$ cat src/rtl/serial_sub_8bit_pkg.sv
// Shared constants for the bit-serial subtractor: FSM encoding and default width.
package serial_sub_8bit_pkg;

    localparam logic [1:0] ST_IDLE = 2'd0;
    localparam logic [1:0] ST_RUN  = 2'd1;
    localparam logic [1:0] ST_DONE = 2'd2;

    localparam int DEF_WIDTH = 8;

endpackage

$ cat src/rtl/serial_sub_8bit_sub_full.sv
// 1-bit full-subtractor cell: diff = a ^ b ^ bin, borrow out when a < b + bin.
// Purely combinational, zero latency, no flow control.
module sub_full (
    input  logic a,
    input  logic b,
    input  logic bin,
    output logic diff,
    output logic b_out
);

    logic w_axb;

    assign w_axb = a ^ b;
    assign diff  = w_axb ^ bin;
    assign b_out = (~a & b) | (~w_axb & bin);

endmodule

$ cat src/rtl/serial_sub_8bit.sv
// Bit-serial diff = a - b - bin, LSB first, one full-subtractor cell, WIDTH cycles per op.
// done pulses WIDTH edges after the accepted start; start is ignored while busy.
module serial_sub_8bit
    import serial_sub_8bit_pkg::*;
#(
    parameter int WIDTH = DEF_WIDTH,
    parameter int CNT_W = 3
) (
    input  logic             clk,
    input  logic             rst,
    input  logic             start,
    input  logic [WIDTH-1:0] a,
    input  logic [WIDTH-1:0] b,
    input  logic             bin,
    output logic             busy,
    output logic             done,
    output logic [WIDTH-1:0] diff_r,
    output logic             bout_r
);

    logic [1:0]       r_state;
    logic [CNT_W-1:0] r_cnt;
    logic [WIDTH-1:0] r_a_sh;
    logic [WIDTH-1:0] r_b_sh;
    logic             r_brw;
    // Holds the WIDTH-1 low result bits; the last bit joins them at commit.
    logic [WIDTH-2:0] r_res_sh;

    logic w_d;
    logic w_brw_next;
    logic w_accept;
    logic w_last;

    sub_full u_cell (
        .a     (r_a_sh[0]),
        .b     (r_b_sh[0]),
        .bin   (r_brw),
        .diff  (w_d),
        .b_out (w_brw_next)
    );

    assign w_accept = start && ((r_state == ST_IDLE) || (r_state == ST_DONE));
    assign w_last   = (r_cnt == CNT_W'(WIDTH - 1));

    assign busy = (r_state == ST_RUN);
    assign done = (r_state == ST_DONE);

    always_ff @(posedge clk) begin
        if (rst) begin
            r_state  <= ST_IDLE;
            r_cnt    <= '0;
            r_a_sh   <= '0;
            r_b_sh   <= '0;
            r_brw    <= 1'b0;
            r_res_sh <= '0;
            diff_r   <= '0;
            bout_r   <= 1'b0;
        end else begin
            case (r_state)
                ST_IDLE, ST_DONE: begin
                    if (w_accept) begin
                        r_a_sh  <= a;
                        r_b_sh  <= b;
                        r_brw   <= bin;
                        r_cnt   <= '0;
                        r_state <= ST_RUN;
                    end else begin
                        r_state <= ST_IDLE;
                    end
                end
                ST_RUN: begin
                    r_a_sh   <= {1'b0, r_a_sh[WIDTH-1:1]};
                    r_b_sh   <= {1'b0, r_b_sh[WIDTH-1:1]};
                    r_brw    <= w_brw_next;
                    r_res_sh <= {w_d, r_res_sh[WIDTH-2:1]};
                    r_cnt    <= r_cnt + 1'b1;
                    if (w_last) begin
                        diff_r  <= {w_d, r_res_sh};
                        bout_r  <= w_brw_next;
                        r_state <= ST_DONE;
                    end
                end
                default: r_state <= ST_IDLE;
            endcase
        end
    end

endmodule

$ cat config.mk
export PLATFORM = sky130hd
export DESIGN_NAME = serial_sub_8bit
export DESIGN_NICKNAME = d
export VERILOG_FILES = /design/src/rtl/serial_sub_8bit_pkg.sv /design/src/rtl/serial_sub_8bit_sub_full.sv /design/src/rtl/serial_sub_8bit.sv
export SDC_FILE = /design/constraint.sdc
export NUM_CORES = 1
export LEC_CHECK = 0
export CORE_MARGIN = 5
export CORE_UTILIZATION = 41
export DETAILED_ROUTE_END_ITERATION = 8
export PLACE_DENSITY = 0.72
export SLEW_MARGIN = 40
export SYNTH_ARGS = -nofsm -noshare
export SYNTH_HDL_FRONTEND = slang
export SYNTH_SLANG_ARGS = --single-unit
$ cat constraint.sdc
create_clock -name clk -period 1.7 [get_ports clk]
set_input_delay 0.255 -clock clk [delete_from_list [all_inputs] [get_ports clk]]
set_output_delay 0.255 -clock clk [all_outputs]
set_load 0.05 [all_outputs]
==> flow_summary.ini, run 1 <==
[cts]
clk_pin_slew_worst_paths_ns = 0.07
cts_setup_buffers = 0
clock_latency_ns = 0.29
cts_buffers = 5
postCtsResizedCells = 0
cts_buffer_depth = 2
cts_tree = yes
root_buffer = clkbuf_8
clkSinkCount = 38
hold_buffers = 0
cts_max_level = 2

[global_route]
grt-ovfl-total = 0
first_global_vias = 1204
globalRouteTotalUtil = 0.132
antenna_found_initial = 0
grt_pass1_wl_mm = 5.26
grt_max_degree = 44

[die]
rows = 22
io_pins = 31
coreArea_um2 = 3660
start_util = 0.425
die_x_um = 71.6
dieArea_um2 = 5130
die_h_um = 71.6

[sta]
skew_ns = 0.00413
finalWorstSetupSlack_ns = 0.142
final_hold_viol_count = 0
max_clock_freq_mhz = 642
fin_crit_ns = 1.56
slew_headroom = 0.729
tightest_slew_ns = 0.407
maxSlewViolCount = 0
tns_ns = 0
period_share = 0.917
rsz0062_at_grt = no
final-setup-viol-count = 0

[finish]
drive_above_1_share = 0.121
area_growth_pct = 24.8
finalCoreUtilization = 0.531
diodes = 0
nets = 238

[power]
power.density_cell_area_nw_per_um2 = 916
clkPwrFrac = 0.325
switching_share = 0.256
p_comb_frac = 0.136
switchingPower_w = 0.000456
power_frac_seq = 0.539
power_w = 0.00178
leakage_nw = 0.729
intPower_w = 0.00132
irDropWorstVdd_v = 0.000333

[placed_design]
port_buffers = 30
dp_worst_setup_slack_ns = 0.175
gp_congestion = 0.750
dp_hpwl_mm = 2.02

[logic_synthesis]
synth_most_common_cell = nand2_1
synthTopCellsByCount = nand2_1 (54), dfxtp_1 (38), a21oi_1 (21)
synth_area_um2 = 1560
ys_top_cells_by_area = dfxtp_1 (49%), nand2_1 (13%), a311oi_1 (7.9%)
synth_ff_type = dfxtp_1
avgSynthCellArea_um2 = 8.24
ys_async_sr_fraction = 0
synth_warnings = 0
ys_seq_area_frac = 0.489
synth_edf_count = 0
synth_seq_cells = 38
ys_types = 22
synthesis.nets = 212
synthCells = 189
yosys.area.top_type_share = 0.489
synth_top_area_cell = dfxtp_1

[critical_path]
crit_required_ns = 1.44
r2r_cells = 5
slowest_stage = dfxtp_1
slowest_delay_ns = 0.41
arrival_ns = 1.30
critPathTopFamily = buffers and inverters
path_class = reg -> out
cp.depth = 3
path_buf_inv = 2
endpoint_kind = output pin
path_cells = nand2b_1 -> inv_2 -> buf_12
cp-start-kind = flip-flop
cp_max_fo = 21

[routing]
wl_per_cell_um = 11.8
drt_iter0_drc = 105
drc = 0
route.vias.total = 1326
dr.pass1.iters = 4
ant_nets = 0
postRouteWirelength_mm = 3.10
via_per_inst = 5.04

[flow_run]
drv_cap = 0

[status]
status = completed

[hold_path]
hold_depth = 2
hold_class = reg -> reg
[area by class of cell]
class	instances	area, um^2
timing repair buffer	35	348
tap	48	60.1
sequential	38	761
fill	356	1720
clock buffer	5	68.8
multi-input combinational	132	684
clock inverter	2	10.0
inverter	3	11.3
[layout by cell type (no fill, tap or decap), drive strengths merged]
master and instances:
a311oi 15, a21oi 22, ha 2, nor2 16
clkbuf 5, nand3b 1, dfxtp 38, nand2 54
clkdlybuf4s50 19, nand2b 3, nand3 14, buf 16
a2bb2oi 1, inv 3, nor2b 2, fa 1
clkinv 2, o21a 1
[tightest hold or removal path, stage by stage, from the launching register on]
cell and delay, ns:
dfxtp_1 0.31, nand2_1 0.05, a21oi_1 0.05
[routing by layer]
layer / up-vias / wire, um / GRT usage
met2: 27 / 1460 / 0.212
met3: 6 / 166 / 0.0477
met4: 0 / 72 / 0.0710
li1: 689 / - / -
met5: - / 0 / 0
met1: 604 / 1400 / 0.152
[kinds of logic after synthesis]
family	after synthesis	share of synthesized area
AO/OA/AOI/OAI	39	0.172
AND/OR/NAND/NOR	90	0.239
buffers and inverters	19	0.0715
adder cells (fa/ha/maj)	3	0.0289
flip-flops	38	0.489
[worst paths after layout]
kind,start,to,slack [ns]
min,diff_r[4],diff_r[4],0.46
max,r_state[0],busy,0.14
max reg2reg,r_cnt[0],diff_r[2],0.37
min reg2reg,diff_r[4],diff_r[4],0.46
[flip-flops by register name (all words and copies together) (netlist names)]
signal    cells
diff_r        8
r_a_sh        8
r_b_sh        8
r_res_sh      7
r_cnt         3
r_state       2
bout_r        1
r_brw         1
[power by group through the flow]
stage	registers, W	clock network, W	logic (W)
after global routing	0.000966	0.000640	0.000269
after CTS	0.000960	0.000593	0.000243
after detailed placement	0.000981	0	0.000242
final	0.000960	0.000578	0.000242
after global placement	0.000981	0	0.000240
after floorplan	0.000975	0	0.000168
[stage by stage]
step                      std cells  hold WS [ns]  instance area (um^2)
final                           263         0.457                  1940
after CTS                       263         0.460                  1940
after detailed placement        256         0.450                  1860
after floorplan                 189         0.391                  1560
after global routing            263         0.470                  1940
after global placement          256         0.446                  1860
No activity file was read; power rests on OpenSTA's default activity.
==> inputs of run 2 (changes only) <==
CTS_CLUSTER_DIAMETER = 200   (was not set)
TNS_END_PERCENT = 30   (was not set)
clock period = 1.8 ns   (was 1.7 ns; I/O delays follow)
==> flow_summary.ini, run 2 (synthesized netlist as in run 1, its figures left out) <==
[global_route]
use_met2 = 0.206
globalRouteTotalUtil = 0.129
antenna_found_initial = 0
grt_pass1_wl_mm = 5.16
grt-ovfl-total = 0
grtUsageMet1 = 0.147
use_met3 = 0.0337
top_usage_layer = met2
grt_max_degree = 44
first_global_vias = 1206

[sta]
final-setup-viol-count = 0
rsz0062_at_grt = no
skew_ns = 0.00493
maxSlewViolCount = 0
period_share = 0.950
tns_ns = 0
whs_ns = 0.453
final_hold_viol_count = 0
fin_crit_ns = 1.71
tightest_slew_ns = 0.492
max_clock_freq_mhz = 585
slew_headroom = 0.671

[die]
die_h_um = 71.6
die_x_um = 71.6
start_util = 0.425
io_pins = 31
rows = 22
dieArea_um2 = 5130
coreArea_um2 = 3660

[critical_path]
cp-start-kind = flip-flop
path_cells = clkdlybuf4s50_1
endpoint_kind = output pin
critPathLaunch = bout_r
crit_required_ns = 1.53
arrival_ns = 1.44
path_class = reg -> out
slowest_stage = clkdlybuf4s50_1
critPathTopFamily = buffers and inverters
reg2reg_from = r_state[0]
path_buf_inv = 1
slowest_delay_ns = 0.80
cp_max_fo = 2

[power]
switchingPower_w = 0.000431
p_comb_frac = 0.122
switching_share = 0.239
leakage_nw = 0.719
power_frac_seq = 0.503
power.density_cell_area_nw_per_um2 = 909
clkPwrFrac = 0.374
irDropWorstVdd_v = 0.000603
intPower_w = 0.00137

[routing]
drt_iter0_drc = 91
drc = 0
ant_nets = 0
postRouteWirelength_mm = 3.04
dr.pass1.iters = 4
via_per_inst = 4.99
wl_per_cell_um = 11.5
route.vias.total = 1318

[hold_path]
hold_class = reg -> reg
worstHoldStart = diff_r[1]

[cts]
clock_latency_ns = 0.29
clkSinkCount = 38
postCtsResizedCells = 0
hold_buffers = 0
root_buffer = clkbuf_8
cts_buffers = 5
cts_tree = yes
cts_buffer_depth = 2
cts_setup_buffers = 0
clk_pin_slew_worst_paths_ns = 0.07
cts_max_level = 2

[placed_design]
dp_hpwl_mm = 1.92
port_buffers = 30
dp_cells = 256
gp_congestion = 0.733

[finish]
diodes = 0
final_cells = 264
reg.largest.list = diff_r (8), r_a_sh (8), r_b_sh (8)
layout_common_cells = nand2_1 (54), dfxtp_1 (38), clkdlybuf4s50_1 (28), a21oi_1 (21), nor2_1 (16)
drive_above_1_share = 0.0833
area_growth_pct = 27.5
layout_commonest_cell = nand2_1
nets = 238

[flow_run]
drv_cap = 0

[status]
status = completed
==> run 2: cell types whose count changed in the layout (fill, tap and decap cells not counted) <==
cell	before	now
clkdlybuf4s50_1	19	28
buf_4	13	5
clkbuf_8	5	8
clkinv_2	2	0
buf_12	3	2
==> run 2: per-layer routing <==
| layer | routed length [um] | vias up |
|---|---|---|
| met5 | 0 | - |
| met1 | 1320 | 600 |
| met2 | 1500 | 18 |
| met4 | 102 | 0 |
| met3 | 118 | 8 |
| li1 | - | 692 |
==> run 2: final timing paths <==
kind | depth (start not counted) | endpoint | slack (ns)
min reg2reg | 2 | diff_r[1] | 0.45
max reg2reg | 4 | r_b_sh[0] | 0.44
max | 1 | bout_r | 0.09
min | 2 | diff_r[1] | 0.45
==> run 2: final cells by class <==
type / count / area, um^2
fill: 350 / 1680
multi-input combinational: 132 / 684
timing repair buffer: 35 / 358
tap: 48 / 60.1
sequential: 38 / 761
clock buffer: 8 / 110
inverter: 3 / 11.3
==> run 2: metrics by stage <==
step | utilization | setup slack, ns | total power (W) | area, um^2
CTS | 0.542 | 0.0759 | 0.00182 | 1980
finish | 0.542 | 0.0902 | 0.00180 | 1980
global placement | 0.512 | 0.291 | 0.00115 | 1870
floorplan | - | 0.507 | 0.00108 | 1560
detailed placement | 0.512 | 0.277 | 0.00115 | 1870
global route | 0.542 | 0.0403 | 0.00189 | 1980
==> run 2: power groups by stage <==
stage	Combinational, W	Clock (W)	Sequential, W
floorplan	0.000158	0	0.000921
global placement	0.000221	0	0.000926
detailed placement	0.000223	0	0.000927
CTS	0.000224	0.000688	0.000908
global route	0.000250	0.000726	0.000913
finish	0.000221	0.000675	0.000908
==> variant 1, RTL diff (config.mk and constraints of run 1) <==
Register the outputs `busy` and `done`, with the module's reset; this adds one clock of latency there. The other outputs are not delayed to match.
--- a/src/rtl/serial_sub_8bit.sv
+++ b/src/rtl/serial_sub_8bit.sv
@@ -43,6 +43,13 @@
     assign w_last   = (r_cnt == CNT_W'(WIDTH - 1));
 
-    assign busy = (r_state == ST_RUN);
-    assign done = (r_state == ST_DONE);
+    always_ff @(posedge clk) begin
+        if (rst) begin
+            busy <= '0;
+            done <= '0;
+        end else begin
+            busy <= (r_state == ST_RUN);
+            done <= (r_state == ST_DONE);
+        end
+    end
 
     always_ff @(posedge clk) begin
Behaviour: not the same (Yosys sat finds a counterexample within 4 cycles, from zero or initial values and one cycle with rst high).
==> variant 1 against run 1 <==
Routed wire length is 1.1% lower; total power is 6.2% higher; critical path depth is 2 higher; worst setup slack better by 0.28 ns; design area is 3.7% higher; sequential cell count is 2 higher; sequential power is 5% higher; first-iteration DRC count is 30% lower; register-to-register slack better by 0.05 ns; synthesized area is 2.6% higher; largest power group unchanged; via count is 1.7% higher; non-clock buffer count is 4 higher.
==> variant 1: results (changes against run 1) <==
[status]
status = finished clean  ; unchanged

[cells_and_area]
final_net_count = 245  ; was 238
nFillCells = 381  ; was 356
largestRegisters = diff_r: 8 flops, r_a_sh: 8 flops, r_b_sh: 8 flops  ; unchanged
drive_gt1_share_pct = 12.6  ; was 12.1%

[routing]
vias = 1349  ; was 1326
first_pass_iters = 4  ; unchanged
drt_iter0_drc = 74  ; was 105
routedWlPerCell_um = 11.3  ; was 11.8 um

[synth]
syn_nets = 215  ; was 212
ys.flop_type = dfxtp_1  ; unchanged
yosys-top-cells-area = dfxtp_1, nand2_1, a311oi_1  ; unchanged
ys_async_sr_fraction_pct = 0  ; unchanged
yosysWarnings = 0  ; unchanged
yosysSeqAreaShare_pct = 50.2  ; was 48.9%
ys_top_cells_by_count = nand2_1, dfxtp_1, a21oi_1  ; unchanged

[sta]
skew_ns = 0.00583  ; was 0.00413 ns
maxSlewHeadroom_pct = 77.3  ; was 72.9%

[setup_path]
path_max_fanout = 8  ; was 21
critPathTopFamily = adder cells  ; was buffers and inverters
crit_path_max_incr_delay_ns = 0.33  ; was 0.41 ns
worst_ep_arrival_time_ns = 1.51  ; was 1.30 ns
slowest_stage = dfxtp_1  ; unchanged

[global_routing]
grt_max_degree = 40  ; was 44
grt_pass1_vias = 1163  ; was 1204
grt.total_usage_pct = 12.2  ; was 13.2%
grt_pass1_wl_um = 5000  ; was 5260 um
antenna_found_initial = 0  ; unchanged

[cts]
clock_path_buffers = 2  ; unchanged
cts_setup_buffers = 0  ; unchanged
cts_hold_buffers = 0  ; unchanged
h-tree-depth = 2  ; unchanged
path_clk_slew_ns = 0.07  ; about the same

[power]
peakVddDrop_uv = 468  ; was 333 uV
leakage_nw = 0.766  ; was 0.729 nW
p_seq_share_pct = 53.4  ; was 53.9%
switching_share_pct = 24.7  ; was 25.6%

[placement]
globalplace.congestion = 0.720  ; was 0.750
dp_hpwl_um = 2070  ; was 2020 um
place.port_buffers = 30  ; unchanged

[worst_hold_path]
hold_path.class = reg -> reg  ; unchanged

## variant 1: routing by layer
metal	track usage [%]	wire length, um	vias up
met2	19.5	1350	27
met1	14.4	1450	604
met3	5.26	214	6
met4	4.92	50	0
li1	-	-	712
met5	0	0	-
## variant 1: worst paths after layout
| kind | from | end | slack, ns | cells past startpoint |
|---|---|---|---|---|
| hold / removal | diff_r[3] | diff_r[3] | 0.46 | 2 |
| setup / recovery | r_cnt[0] | diff_r[1] | 0.42 | 5 |
| hold reg to reg | diff_r[3] | diff_r[3] | 0.46 | 2 |
| setup reg to reg | r_cnt[0] | diff_r[1] | 0.42 | 5 |
## variant 1: power by group through the flow
stage	logic, mW	registers (mW)	clock network, mW
2_1_floorplan	0.158	1.03	0
3_3_place_gp	0.240	1.03	0
3_5_place_dp	0.241	1.03	0
4_1_cts	0.241	1.01	0.669
5_1_grt	0.267	1.02	0.724
6_report	0.239	1.01	0.641
## variant 1: cell type report
class                           instances  area share [%]
Multi-Input combinational cell        134            34.2
Inverter                                2           0.372
Sequential cell                        40            39.7
Tap cell                               48            2.98
Clock inverter                          2           0.497
Clock buffer                            6            4.10
Timing Repair Buffer                   39            18.1
## variant 1: logic make-up after synthesis
group	Yosys count	synth area share (%)
AND/OR/NAND/NOR	92	24.2
flip-flops	40	50.2
AO/OA/AOI/OAI	39	16.1
buffers and inverters	18	6.66
adder cells (fa/ha/maj)	3	2.82
## variant 1: stage by stage
step,std cells,hold slack [ns],setup slack (ns),area (um^2)
5_1_grt,271,0.481,0.322,2020
6_report,271,0.456,0.421,2020
3_3_place_gp,263,0.443,0.216,1920
3_5_place_dp,263,0.452,0.156,1920
4_1_cts,271,0.462,0.387,2020
2_1_floorplan,192,0.335,0.508,1600
==> variant 2, RTL diff (flow settings as in run 1) <==
Made on the original files. Change the parameter `CNT_W` from 3 to 6.
--- a/src/rtl/serial_sub_8bit.sv
+++ b/src/rtl/serial_sub_8bit.sv
@@ -5,5 +5,5 @@
 #(
     parameter int WIDTH = DEF_WIDTH,
-    parameter int CNT_W = 3
+    parameter int CNT_W = 6
 ) (
     input  logic             clk,
Formal check against the unedited RTL: no difference found for any inputs over 10 cycles, from zero or initial values and one cycle with rst high; that may be too few to reach the edited logic, so the function may still have changed.
==> variant 2 against run 1 <==
Synthesized area rose by 10%; first-iteration DRC count fell by 16%; core utilization rose by 0.43 points; routed wire length rose by 14%; hold slack improved by 0.0052 ns; total power rose by 4.8%; synthesized cell count rose by 2.1%; register-to-register slack got worse by 0.22 ns; largest power group unchanged; design area rose by 11%; sequential cell count rose by 3; sequential share of layout area fell by 1.1 points; worst setup slack got worse by 0.060 ns; critical path depth did not move.
==> variant 2: results (changes against run 1) <==
[routing]
drt_iter0_drc = 88  ; was 105
routedWlPerCell_um = 12.9  ; was 11.8 um
viasPerCell = 5.26  ; was 5.04
wl_um = 3540  ; was 3100 um

[global_routing]
grt_pass1_wl_um = 5710  ; was 5260 um
grt.total_usage_pct = 13.3  ; was 13.2%
grt_pass1_vias = 1285  ; was 1204
grt_max_degree = 51  ; was 44

[cells_and_area]
final_net_count = 245  ; was 238
final_util_pct = 53.5  ; was 53.1%
nFillCells = 394  ; was 356
drive_gt1_share_pct = 12.9  ; was 12.1%
largestRegisters = diff_r: 8 flops, r_a_sh: 8 flops, r_b_sh: 8 flops  ; unchanged

[power]
p_comb_mw = 0.244
leakage_nw = 0.748  ; was 0.729 nW
pg_seq_mw = 1.02  ; was 0.960 mW
peakVddDrop_uv = 577  ; was 333 uV
p_switching_mw = 0.461  ; was 0.456 mW
p_seq_share_pct = 54.5  ; was 53.9%

[setup_path]
rrSetupSlack_ns = 0.15  ; was 0.37 ns
worst_ep_arrival_time_ns = 1.36  ; was 1.30 ns
crit_path_max_incr_delay_ns = 0.31  ; was 0.41 ns
path_max_fanout = 27  ; was 21
slowest_stage = inv_4  ; was dfxtp_1

[synth]
synth_xor_area_share_pct = 0  ; unchanged
yosys-top-cells-area = dfxtp_1, a21oi_1, nand2b_1  ; was dfxtp_1, nand2_1, a311oi_1
synthAdderAreaFrac_pct = 1.89  ; was 2.89%
yosysUniqueCellTypes = 30  ; was 22
yosysSeqAreaShare_pct = 47.8  ; was 48.9%
yosys-mux-area-fraction_pct = 6.19  ; was 0%
synth_compound_area_share_pct = 17.4  ; was 17.2%

[placement]
globalplace.congestion = 0.755  ; was 0.750
dp_hpwl_um = 2330  ; was 2020 um
postPlaceCellArea_mm2 = 0.00207  ; was 0.00186 mm^2
dp_slack_ns = 0.196  ; was 0.175 ns
post-place-cells = 266  ; was 256

[worst_hold_path]
hold_path.class = reg -> reg  ; unchanged

[sta]
fin_hold_ws_ns = 0.462  ; was 0.457 ns
skew_ns = 0.00361  ; was 0.00413 ns
timing_worst_slew_pin_value_ns = 0.305  ; was 0.407 ns
timing.final.crit_share_pct = 95.2  ; was 91.7%

[status]
status = finished clean  ; unchanged

variant 2: layer usage:
layer / track usage [%] / wire (um) / vias to the layer above
met4: 5.34 / 56 / 0
li1: - / - / 740
met2: 22.0 / 1600 / 37
met3: 4.41 / 230 / 5
met5: 0 / 0 / -
met1: 16.0 / 1660 / 659
variant 2: area by class of cell:
type / instances / area share, %
Timing Repair Buffer: 39 / 16.9
Clock buffer: 8 / 3.71
Sequential cell: 41 / 38.1
Multi-Input combinational cell: 133 / 37.7
Tap cell: 50 / 2.90
Inverter: 3 / 0.638
variant 2: final timing paths:
kind | from | to | cells past startpoint
worst min-delay path | r_res_sh[0] | r_res_sh[0] | 2
worst min register to register | r_res_sh[0] | r_res_sh[0] | 2
worst max-delay path | r_state[1] | busy | 3
worst max register to register | r_state[1] | diff_r[6] | 5
variant 2: timing repair:
item,4_1_cts,5_1_grt
hold buffers,0,0
endpoints found under the setup margin,1,0
resized for setup,1,0
